$ cat src/rtl/pacman_motion.sv
// pacman_motion -- per-frame Pac-Man motion engine.
//
// Once per frame_tick_i the engine picks a candidate direction, which is the
// pending request when the turn is aligned and the current direction
// otherwise. It reads the two leading-edge tiles through a 1-cycle-latency
// tile RAM port and commits the stepped position if that path is clear. A
// blocked turn is retried once along the current direction.
//
// Ports:
//   clk, reset         clock, asynchronous active-high reset
//   frame_tick_i       start-of-vblank pulse, starts one evaluation
//   req_valid_i/req_dir_i     direction request (held as pending)
//   load_valid_i/load_*_i     teleport: writes pos/dir, aborts evaluation
//   tile_addr_o/tile_data_i   tile RAM read port (row*80+col, data next cycle)
//   pos_x_o/pos_y_o/dir_o     committed sprite state
//   busy_o             evaluation in progress
//   moved_o            1-cycle pulse on a committed move
//
// Optional feature: define PACMAN_TUNNEL_EN for horizontal wrap-around.
// Direction encoding: 0 up, 1 right, 2 down, 3 left.
module pacman_motion #(
   parameter int STEP       = 1,
   parameter int WALL_TILES = 32,
   parameter int INIT_X     = 336,
   parameter int INIT_Y     = 240,
   parameter int INIT_DIR   = 1
) (
   input  logic        clk,
   input  logic        reset,
   input  logic        frame_tick_i,
   input  logic        req_valid_i,
   input  logic [1:0]  req_dir_i,
   input  logic        load_valid_i,
   input  logic [9:0]  load_x_i,
   input  logic [9:0]  load_y_i,
   input  logic [1:0]  load_dir_i,
   output logic [12:0] tile_addr_o,
   input  logic [11:0] tile_data_i,
   output logic [9:0]  pos_x_o,
   output logic [9:0]  pos_y_o,
   output logic [1:0]  dir_o,
   output logic        busy_o,
   output logic        moved_o
);

   typedef enum logic [2:0] {IDLE, RD0, RD1, CHK, COMMIT} state_t;

   localparam logic signed [10:0] STEP_S = 11'(STEP);

   state_t      state_q, state_d;
   logic [9:0]  pos_x_q, pos_y_q, nx_q, ny_q;
   logic [1:0]  dir_q, pend_dir_q, cand_q;
   logic        pend_vld_q, from_pend_q, oob_q, wall_a_q, moved_q, busy_q;
   logic [12:0] tile_addr_q, addr_b_q;

   function automatic logic is_wall(input logic [11:0] id);
      return (id != 12'd0) && (id < 12'(WALL_TILES));
   endfunction

   function automatic logic [12:0] addr_f(input logic [7:0] r, input logic [7:0] c);
      return 13'(r) * 13'd80 + 13'(c);
   endfunction

   // Candidate selection: a same-direction or reversing request never needs
   // alignment; a perpendicular turn needs the cross axis on a tile boundary.
   logic turn_ok, use_pend;
   logic [1:0] sel_dir, ev_dir;
   assign turn_ok  = (pend_dir_q == dir_q) || ((pend_dir_q ^ dir_q) == 2'd2) ||
                     (pend_dir_q[0] ? (pos_y_q[2:0] == 3'd0) : (pos_x_q[2:0] == 3'd0));
   assign use_pend = pend_vld_q && turn_ok;
   assign sel_dir  = use_pend ? pend_dir_q : dir_q;
   // At a tick the candidate is evaluated; on retry (from CHK) the current dir.
   assign ev_dir   = (state_q == IDLE) ? sel_dir : dir_q;

   // Next-position and leading-edge tile computation for ev_dir.
   logic signed [10:0] ex, ey, enx, eny, lead;
   logic [7:0]  col_a, col_b, row_a, row_b;
   logic        ev_oob;

   always_comb begin
      ex  = signed'({1'b0, pos_x_q});
      ey  = signed'({1'b0, pos_y_q});
      enx = ex;
      eny = ey;
      unique case (ev_dir)
         2'd0:    eny = ey - STEP_S;
         2'd1:    enx = ex + STEP_S;
         2'd2:    eny = ey + STEP_S;
         default: enx = ex - STEP_S;
      endcase
`ifdef PACMAN_TUNNEL_EN
      if (ev_dir == 2'd3 && ex < STEP_S) enx = ex + 11'sd640 - STEP_S;
      if (ev_dir == 2'd1 && enx > 11'sd639) enx = enx - 11'sd640;
      ev_oob = (eny < 11'sd0) || (eny > 11'sd464);
`else
      ev_oob = (enx < 11'sd0) || (enx > 11'sd624) ||
               (eny < 11'sd0) || (eny > 11'sd464);
`endif
      unique case (ev_dir)
         2'd0:    lead = eny;
         2'd1:    lead = enx + 11'sd15;
         2'd2:    lead = eny + 11'sd15;
         default: lead = enx;
      endcase
      if (ev_dir[0]) begin
         col_a = 8'(lead >>> 3);
`ifdef PACMAN_TUNNEL_EN
         if (col_a >= 8'd80) col_a = col_a - 8'd80;
`endif
         col_b = col_a;
         row_a = {1'b0, pos_y_q[9:3]};
         row_b = row_a + 8'd1;
      end else begin
         row_a = 8'(lead >>> 3);
         row_b = row_a;
         col_a = {1'b0, pos_x_q[9:3]};
         col_b = col_a + 8'd1;
      end
   end

   // Out-of-range moves still walk RD0/RD1/CHK; the RAM data is masked here.
   logic blocked;
   assign blocked = oob_q || wall_a_q || is_wall(tile_data_i);

   always_comb begin
      state_d = state_q;
      unique case (state_q)
         IDLE:    if (frame_tick_i) state_d = RD0;
         RD0:     state_d = RD1;
         RD1:     state_d = CHK;
         CHK: begin
            if (!blocked)              state_d = COMMIT;
            else if (cand_q != dir_q)  state_d = RD0;
            else                       state_d = IDLE;
         end
         default: state_d = IDLE;
      endcase
      if (load_valid_i) state_d = IDLE;
   end

   always_ff @(posedge clk or posedge reset) begin
      if (reset) begin
         state_q     <= IDLE;
         pos_x_q     <= 10'(INIT_X);
         pos_y_q     <= 10'(INIT_Y);
         dir_q       <= 2'(INIT_DIR);
         pend_vld_q  <= 1'b0;
         pend_dir_q  <= 2'd0;
         cand_q      <= 2'd0;
         from_pend_q <= 1'b0;
         nx_q        <= 10'd0;
         ny_q        <= 10'd0;
         oob_q       <= 1'b0;
         wall_a_q    <= 1'b0;
         addr_b_q    <= 13'd0;
         tile_addr_q <= 13'd0;
         moved_q     <= 1'b0;
         busy_q      <= 1'b0;
      end else begin
         state_q <= state_d;
         moved_q <= 1'b0;
         busy_q  <= (state_d != IDLE);
         if (state_d == RD0 && (state_q == IDLE || state_q == CHK)) begin
            cand_q      <= ev_dir;
            from_pend_q <= (state_q == IDLE) && use_pend;
            nx_q        <= enx[9:0];
            ny_q        <= eny[9:0];
            oob_q       <= ev_oob;
            tile_addr_q <= addr_f(row_a, col_a);
            addr_b_q    <= addr_f(row_b, col_b);
         end
         if (state_q == RD0) tile_addr_q <= addr_b_q;
         if (state_q == RD1) wall_a_q <= is_wall(tile_data_i);
         if (state_q == CHK && state_d == COMMIT) begin
            pos_x_q <= nx_q;
            pos_y_q <= ny_q;
            dir_q   <= cand_q;
            moved_q <= 1'b1;
            if (from_pend_q) pend_vld_q <= 1'b0;
         end
         // A fresh request overrides the commit-clear; a teleport overrides both.
         if (req_valid_i) begin
            pend_vld_q <= 1'b1;
            pend_dir_q <= req_dir_i;
         end
         if (load_valid_i) begin
            pos_x_q    <= load_x_i;
            pos_y_q    <= load_y_i;
            dir_q      <= load_dir_i;
            pend_vld_q <= 1'b0;
         end
      end
   end

   assign tile_addr_o = tile_addr_q;
   assign pos_x_o     = pos_x_q;
   assign pos_y_o     = pos_y_q;
   assign dir_o       = dir_q;
   assign busy_o      = busy_q;
   assign moved_o     = moved_q;

endmodule

$ cat config.mk
export PLATFORM = sky130hd
export DESIGN_NAME = pacman_motion
export DESIGN_NICKNAME = d
export VERILOG_FILES = /design/src/rtl/pacman_motion.sv
export SDC_FILE = /design/constraint.sdc
export NUM_CORES = 1
export LEC_CHECK = 0
export CORE_ASPECT_RATIO = 1.4
export CORE_MARGIN = 4
export CORE_UTILIZATION = 50
export DETAILED_ROUTE_END_ITERATION = 10
export PLACE_DENSITY = 0.72
export REMOVE_ABC_BUFFERS = 1
export SYNTH_ARGS = -nofsm -noshare
export SYNTH_HDL_FRONTEND = slang
export SYNTH_SLANG_ARGS = --single-unit
export TNS_END_PERCENT = 100
$ cat constraint.sdc
create_clock -name clk -period 11 [get_ports clk]
set_clock_uncertainty 0.1 [all_clocks]
set_input_delay 2.2 -clock clk [delete_from_list [all_inputs] [get_ports clk]]
set_output_delay 2.2 -clock clk [all_outputs]
set_load 0.01 [all_outputs]
==> results of run 1 <==
## sequential cells by signal (all words and copies together), names as in the netlist, 3 cells and up
signal and flops:
state_q 3, pos_x_o 10, tile_addr_o 13, pos_y_o 10, nx_q 10, addr_b_q 13
ny_q 10
## Yosys cell counts, drive strengths merged, types with 7 or more instances
master,count,share of area (%)
nor2,55,3.2
a31oi,8,0.74
nand2b,9,0.83
inv,29,1.7
xnor2,39,5.0
xor2,19,2.5
nand2,130,7.2
o211ai,11,1.2
o21ai,69,5.1
nand3,18,1.3
a22oi,24,2.7
ha,58,11
a21oi,41,3.1
clkbuf,29,1.6
dfrtp,73,27
and2,7,0.68
buf,8,0.87
dfstp,8,3.1
a221o,8,1.2
nor3,13,1.0
mux2i,13,2.1
a21o,20,2.2
## power by group through the flow
stage	registers, mW	clock network, mW	logic (mW)
6_report	0.480	0.319	1.06
5_1_grt	0.491	0.336	1.17
4_1_cts	0.479	0.326	1.06
3_5_place_dp	0.483	0	1.05
3_3_place_gp	0.479	0	1.03
2_1_floorplan	0.472	0	0.725
## routing by layer
| layer | wire [um] | track usage (%) | share of wire (%) |
|---|---|---|---|
| met2 | 11500 | 51.2 | 53 |
| met4 | 892 | 12.2 | 4.1 |
| met3 | 860 | 3.33 | 4.0 |
| met1 | 8400 | 33.1 | 39 |
| met5 | 0 | 0 | 0 |
## cells by family (layout without fill, tap and decap cells)
kind of cell,after synthesis,count (layout),share of synthesized area [%]
adders and majority gates,64,64,12.5
muxes,18,18,3.32
buffers and inverters,66,128,4.15
AOI/OAI and AO/OA,238,238,23.9
xor gates and xnor gates,58,58,7.49
DFF,81,81,30.0
and+or+nand+nor,270,270,18.7
## final timing paths
kind | endpoint | slack [ns] | cells after the start
worst max-delay path | tile_addr_o[12] | 1.81 | 25
worst min-delay path | addr_b_q[3] | 0.38 | 1
worst max register to register | tile_addr_o[12] | 1.81 | 25
worst min register to register | addr_b_q[3] | 0.38 | 1
max in group asynchronous | ny_q[4] | 7.72 | 3
min in group asynchronous | tile_addr_o[3] | 2.40 | 3
## per-stage QoR
step                utilization, %  instance area [um2]  power, mW  worst slack (ns)
finish                        60.0                 7990       1.85              1.81
global route                  60.0                 7990       1.99              1.29
CTS                           60.0                 7990       1.86              1.88
detailed placement            57.6                 7680       1.53              1.94
global placement              57.6                 7680       1.51              2.14
floorplan                        -                 6620       1.20              3.62
## layout by cell type (no fill, tap or decap), types with 12 or more instances in the layout
cell type	Yosys	final
a21o_1	20	20
xnor2_1	39	39
inv_1	28	27
nand2_1	130	130
nor2_1	54	52
xor2_1	19	19
o21ai_0	68	68
nand3_1	18	18
a21oi_1	40	40
a22oi_1	24	24
dfrtp_1	73	73
clkdlybuf4s50_1	0	77
ha_1	58	58
mux2i_1	12	12
## final cells by class
cell class,instances,area [um2],area share [%]
multi-input cells,648,4490,56.1
flip-flops and latches,81,2040,25.5
repair buffers,83,816,10.2
clock buffers,10,239,2.99
well taps,182,228,2.85
inverters,29,115,1.44
clock inverters,6,72.6,0.908
## critical path, stage by stage, from the launching register on
cell	delay, ns
dfrtp_1	0.48
or4b_4	0.60
o21ai_2	0.21
and2_4	0.57
ha_1	0.75
inv_1	0.61
ha_1	0.47
a21o_1	0.19
and4_1	0.25
o21a_1	0.20
nor3_1	0.38
o22ai_4	0.20
a2111oi_1	0.66
xnor2_1	0.14
o221ai_1	0.27
nand2_1	0.21
o21ai_0	0.44
ha_1	0.33
ha_1	0.35
xnor2_1	0.29
nor3b_1	0.43
nand3_1	0.16
xnor2_1	0.22
xnor2_1	0.10
or4_1	0.40
nand3_1	0.09
==> flow_summary.toml, run 1 <==
[synthesis]
syn_area_per_cell_um2 = 8.53
seq_area_frac_synth_pct = 30.0
synth_ff_type = "dfrtp_1"
yosys_warnings = 0
syn-cell-area_mm2 = 0.00678
postSynthCellCount = 795
synth-seq-cells = 81
yosys.cell_types.count = 82
synth-edff-count = 0
async_reset_ff_share_pct = 100

[sta]
fin_crit_ns = 9.19
hold_violations = 0
clock.fmax_mhz = 109
fin_crit_sh_pct = 83.6
worst_slew_pin_slew_ns = 1.07
holdWs_ns = 0.378
setup_violations = 0
relSlewSlack_pct = 28.6
slew_viol_final = 0
rsz0062_at_grt = "false"
setup_tns_ns = 0

[place]
place_congestion = 0.900
io_buffers = 77
hpwl_um = 16300
dp_cells = 1023

[clock_tree]
clk_path_buf_depth = 2
cts.repair.resized = 0
cts_tree = "done"
cts_buffers = 9
hold_buffers = 0
clock_sinks = 81
clock_latency_ns = 0.35
clockRootBuffer = "clkbuf_16"
post_cts_buffers = 0
cts.clk_slew.worst_paths_ns = 0.07
ctsHtreeMaxLevel = 3

[finish]
fin_cells = 1039
diodes = 0
drive_gt1_share_pct = 7.35
area_growth_pct = 17.8
fillers = 1202
final_nets = 957

[die]
core_area_mm2 = 0.0133
fp.dieH_um = 146
die_area_mm2 = 0.0155
placementRows = 50
initial_core_util_pct = 50.9
die_width_um = 106
io_pins = 78

[drt]
wirelength_um = 21700
ant_nets = 0
drt_iter0_drc = 379
wl_per_cell_um = 20.9
via_per_inst = 6.08
drcViolationCount = 0
route.vias.total = 6320
first_pass_iters = 5

[worst_setup_path]
r2r-start = "state_q[1]"
cp-startpoint = "state_q[1]"
crit_type = "register to register"
cp.required_ns = 11.18
worst-path-max-fanout = 47
worstPathArrival_ns = 9.37
crit_path_end_kind = "register"
cp-start-kind = "register"

[global_routing]
grt_pass1_wl_um = 34400
grt_usage_pct = 28.2
grt_pass1_vias = 6491
grt_overflow = 0
antenna_found_initial = 0
grt_max_degree = 82

[flow_run]
cap_violations = 0

[power]
switching_share_pct = 44.1
leakagePower_nw = 3.53
power_frac_seq_pct = 25.9
power_density_mw_per_mm2 = 232
clkPwrFrac_pct = 17.2
intPower_mw = 1.04
vdd_drop_max_v = 0.000102
p_comb_share_pct = 56.9
p_switching_mw = 0.818

[worst_hold_path]
holdCritPathClass = "register to register"
min_from = "addr_b_q[3]"

[status]
status = "completed"
Note: power is estimated with default switching activity, not from simulation.
==> inputs of run 2 (changes only) <==
Clock period 11 ns to 9.1 ns, I/O delays scaled along.
==> flow_summary.toml, run 2 (synthesis results as in run 1) <==
[status]
status = "completed"

[sta]
fin_crit_ns = 8.02
hold_violations = 0
setup_ws_ns = 1.08
clock.fmax_mhz = 125
setup_violations = 0
rsz0062_at_grt = "false"
setup_tns_ns = 0
relSlewSlack_pct = 29.6
slew_viol_final = 0
worst_slew_pin_slew_ns = 1.05
fin_crit_sh_pct = 88.1

[worst_setup_path]
r2r-start = "state_q[1]"
worstPathArrival_ns = 8.20
regToRegSetupSlack_ns = 1.08
cp.required_ns = 9.28
rr_endpoint = "tile_addr_o[12]"
r2r_cells = 25
cp-startpoint = "state_q[1]"
crit_type = "register to register"
cp-start-kind = "register"
worst-path-max-fanout = 47
crit_path_end_kind = "register"

[clock_tree]
cts_buffers = 9
clockRootBuffer = "clkbuf_16"
cts_tree = "done"
clock_sinks = 81
clk_path_buf_depth = 2
ctsHtreeMaxLevel = 3
hold_buffers = 0
cts.clk_slew.worst_paths_ns = 0.07
clock_latency_ns = 0.34
cts.repair.resized = 0
post_cts_buffers = 0

[global_routing]
use_met1_pct = 33.1
grt_pass1_vias = 6498
busiest_layer = "met2"
grt_pass1_wl_um = 34800
grt_util_met2_pct = 52.1
gr-usage-met3_pct = 3.55
grt_max_degree = 82
antenna_found_initial = 0
grt_usage_pct = 28.4
grt_overflow = 0

[finish]
drive_gt1_share_pct = 7.77
mostFrequentLayoutCell = "nand2_1"
final_cell_mix = "nand2_1, clkdlybuf4s50_1, dfrtp_1"
diodes = 0
final_nets = 962
stdcell_area_mm2 = 0.00806
area_growth_pct = 18.8

[die]
initial_core_util_pct = 50.9
die_area_mm2 = 0.0155
placementRows = 50
die_width_um = 106
io_pins = 78
core_area_mm2 = 0.0133
fp.dieH_um = 146

[place]
pre_cts_slack_ns = 1.07
place_area_mm2 = 0.00772
hpwl_um = 16500
io_buffers = 77
place_congestion = 0.919

[power]
power_density_mw_per_mm2 = 284
vdd_drop_max_v = 0.000126
leakagePower_nw = 3.57

[drt]
route.vias.total = 6354
first_pass_iters = 5
via_per_inst = 6.09
ant_nets = 0
drt_iter0_drc = 364
drcViolationCount = 0
wirelength_um = 21700
wl_per_cell_um = 20.8

[worst_hold_path]
holdPathStages = 2
min_to = "addr_b_q[4]"
holdCritPathClass = "register to register"
min_from = "addr_b_q[4]"

[flow_run]
cap_violations = 0
run 2: changes by cell type in the layout (fill, tap and decap cells not counted), sizes merged:
cell | before | now
buf | 6 | 11
bufinv | 1 | 3
clkinv | 2 | 1
inv | 31 | 30
run 2: worst max-delay path by stage:
stage | endpoint | slack [ns] | cells past startpoint
5_1_grt | tile_addr_o[12] | 0.43 | 28
3_3_place_gp | tile_addr_o[12] | 1.26 | 25
2_1_floorplan | tile_addr_o[12] | 1.72 | 27
4_1_cts | tile_addr_o[12] | 1.06 | 27
3_5_place_dp | tile_addr_o[12] | 1.07 | 28
6_report | tile_addr_o[12] | 1.08 | 25
run 2: metal layers:
layer	wire [um]	vias to the layer above
met1	8690	3147
met4	760	0
met2	11600	160
met5	0	-
met3	701	48
li1	-	2999
run 2: per-stage QoR:
step                hold slack (ns)  util (%)  std cells  power [mW]
floorplan                     0.347         -        758        1.45
global placement              0.362      57.9       1028        1.83
detailed placement            0.368      57.9       1028        1.86
CTS                           0.384      60.5       1044        2.30
global route                  0.409      60.5       1044        2.46
finish                        0.380      60.5       1044        2.29
run 2: report_power, final:
group          switching (mW)  internal [mW]  leakage [nW]
clock                   0.160          0.270         0.164
combinational           0.728          0.555          2.41
sequential             0.0990          0.481         0.991
run 2: cell type report:
class | count | area [um2]
fill | 1198 | 5260
inverter | 29 | 115
multi-input combinational | 648 | 4490
timing repair buffer | 88 | 853
tap | 182 | 228
clock buffer | 10 | 229
sequential | 81 | 2040
clock inverter | 6 | 115
run 2: worst max-delay path: stages (launching register included):
cell and delay (ns):
dfrtp_1 0.48, or4b_4 0.61, o21ai_2 0.21, and2_4 0.57, ha_1 0.26, inv_1 0.20
ha_1 0.34, a21o_1 0.20, and4_1 0.25, o21a_1 0.20, nor3_1 0.48, o22ai_4 0.21
a2111oi_1 0.62, xnor2_1 0.13, o221ai_1 0.27, nand2_1 0.21, o21ai_0 0.37, ha_1 0.31
ha_1 0.34, xnor2_1 0.28, nor3b_1 0.34, nand3_1 0.14, xnor2_1 0.16, xnor2_1 0.14
or4_1 0.41, nand3_1 0.09
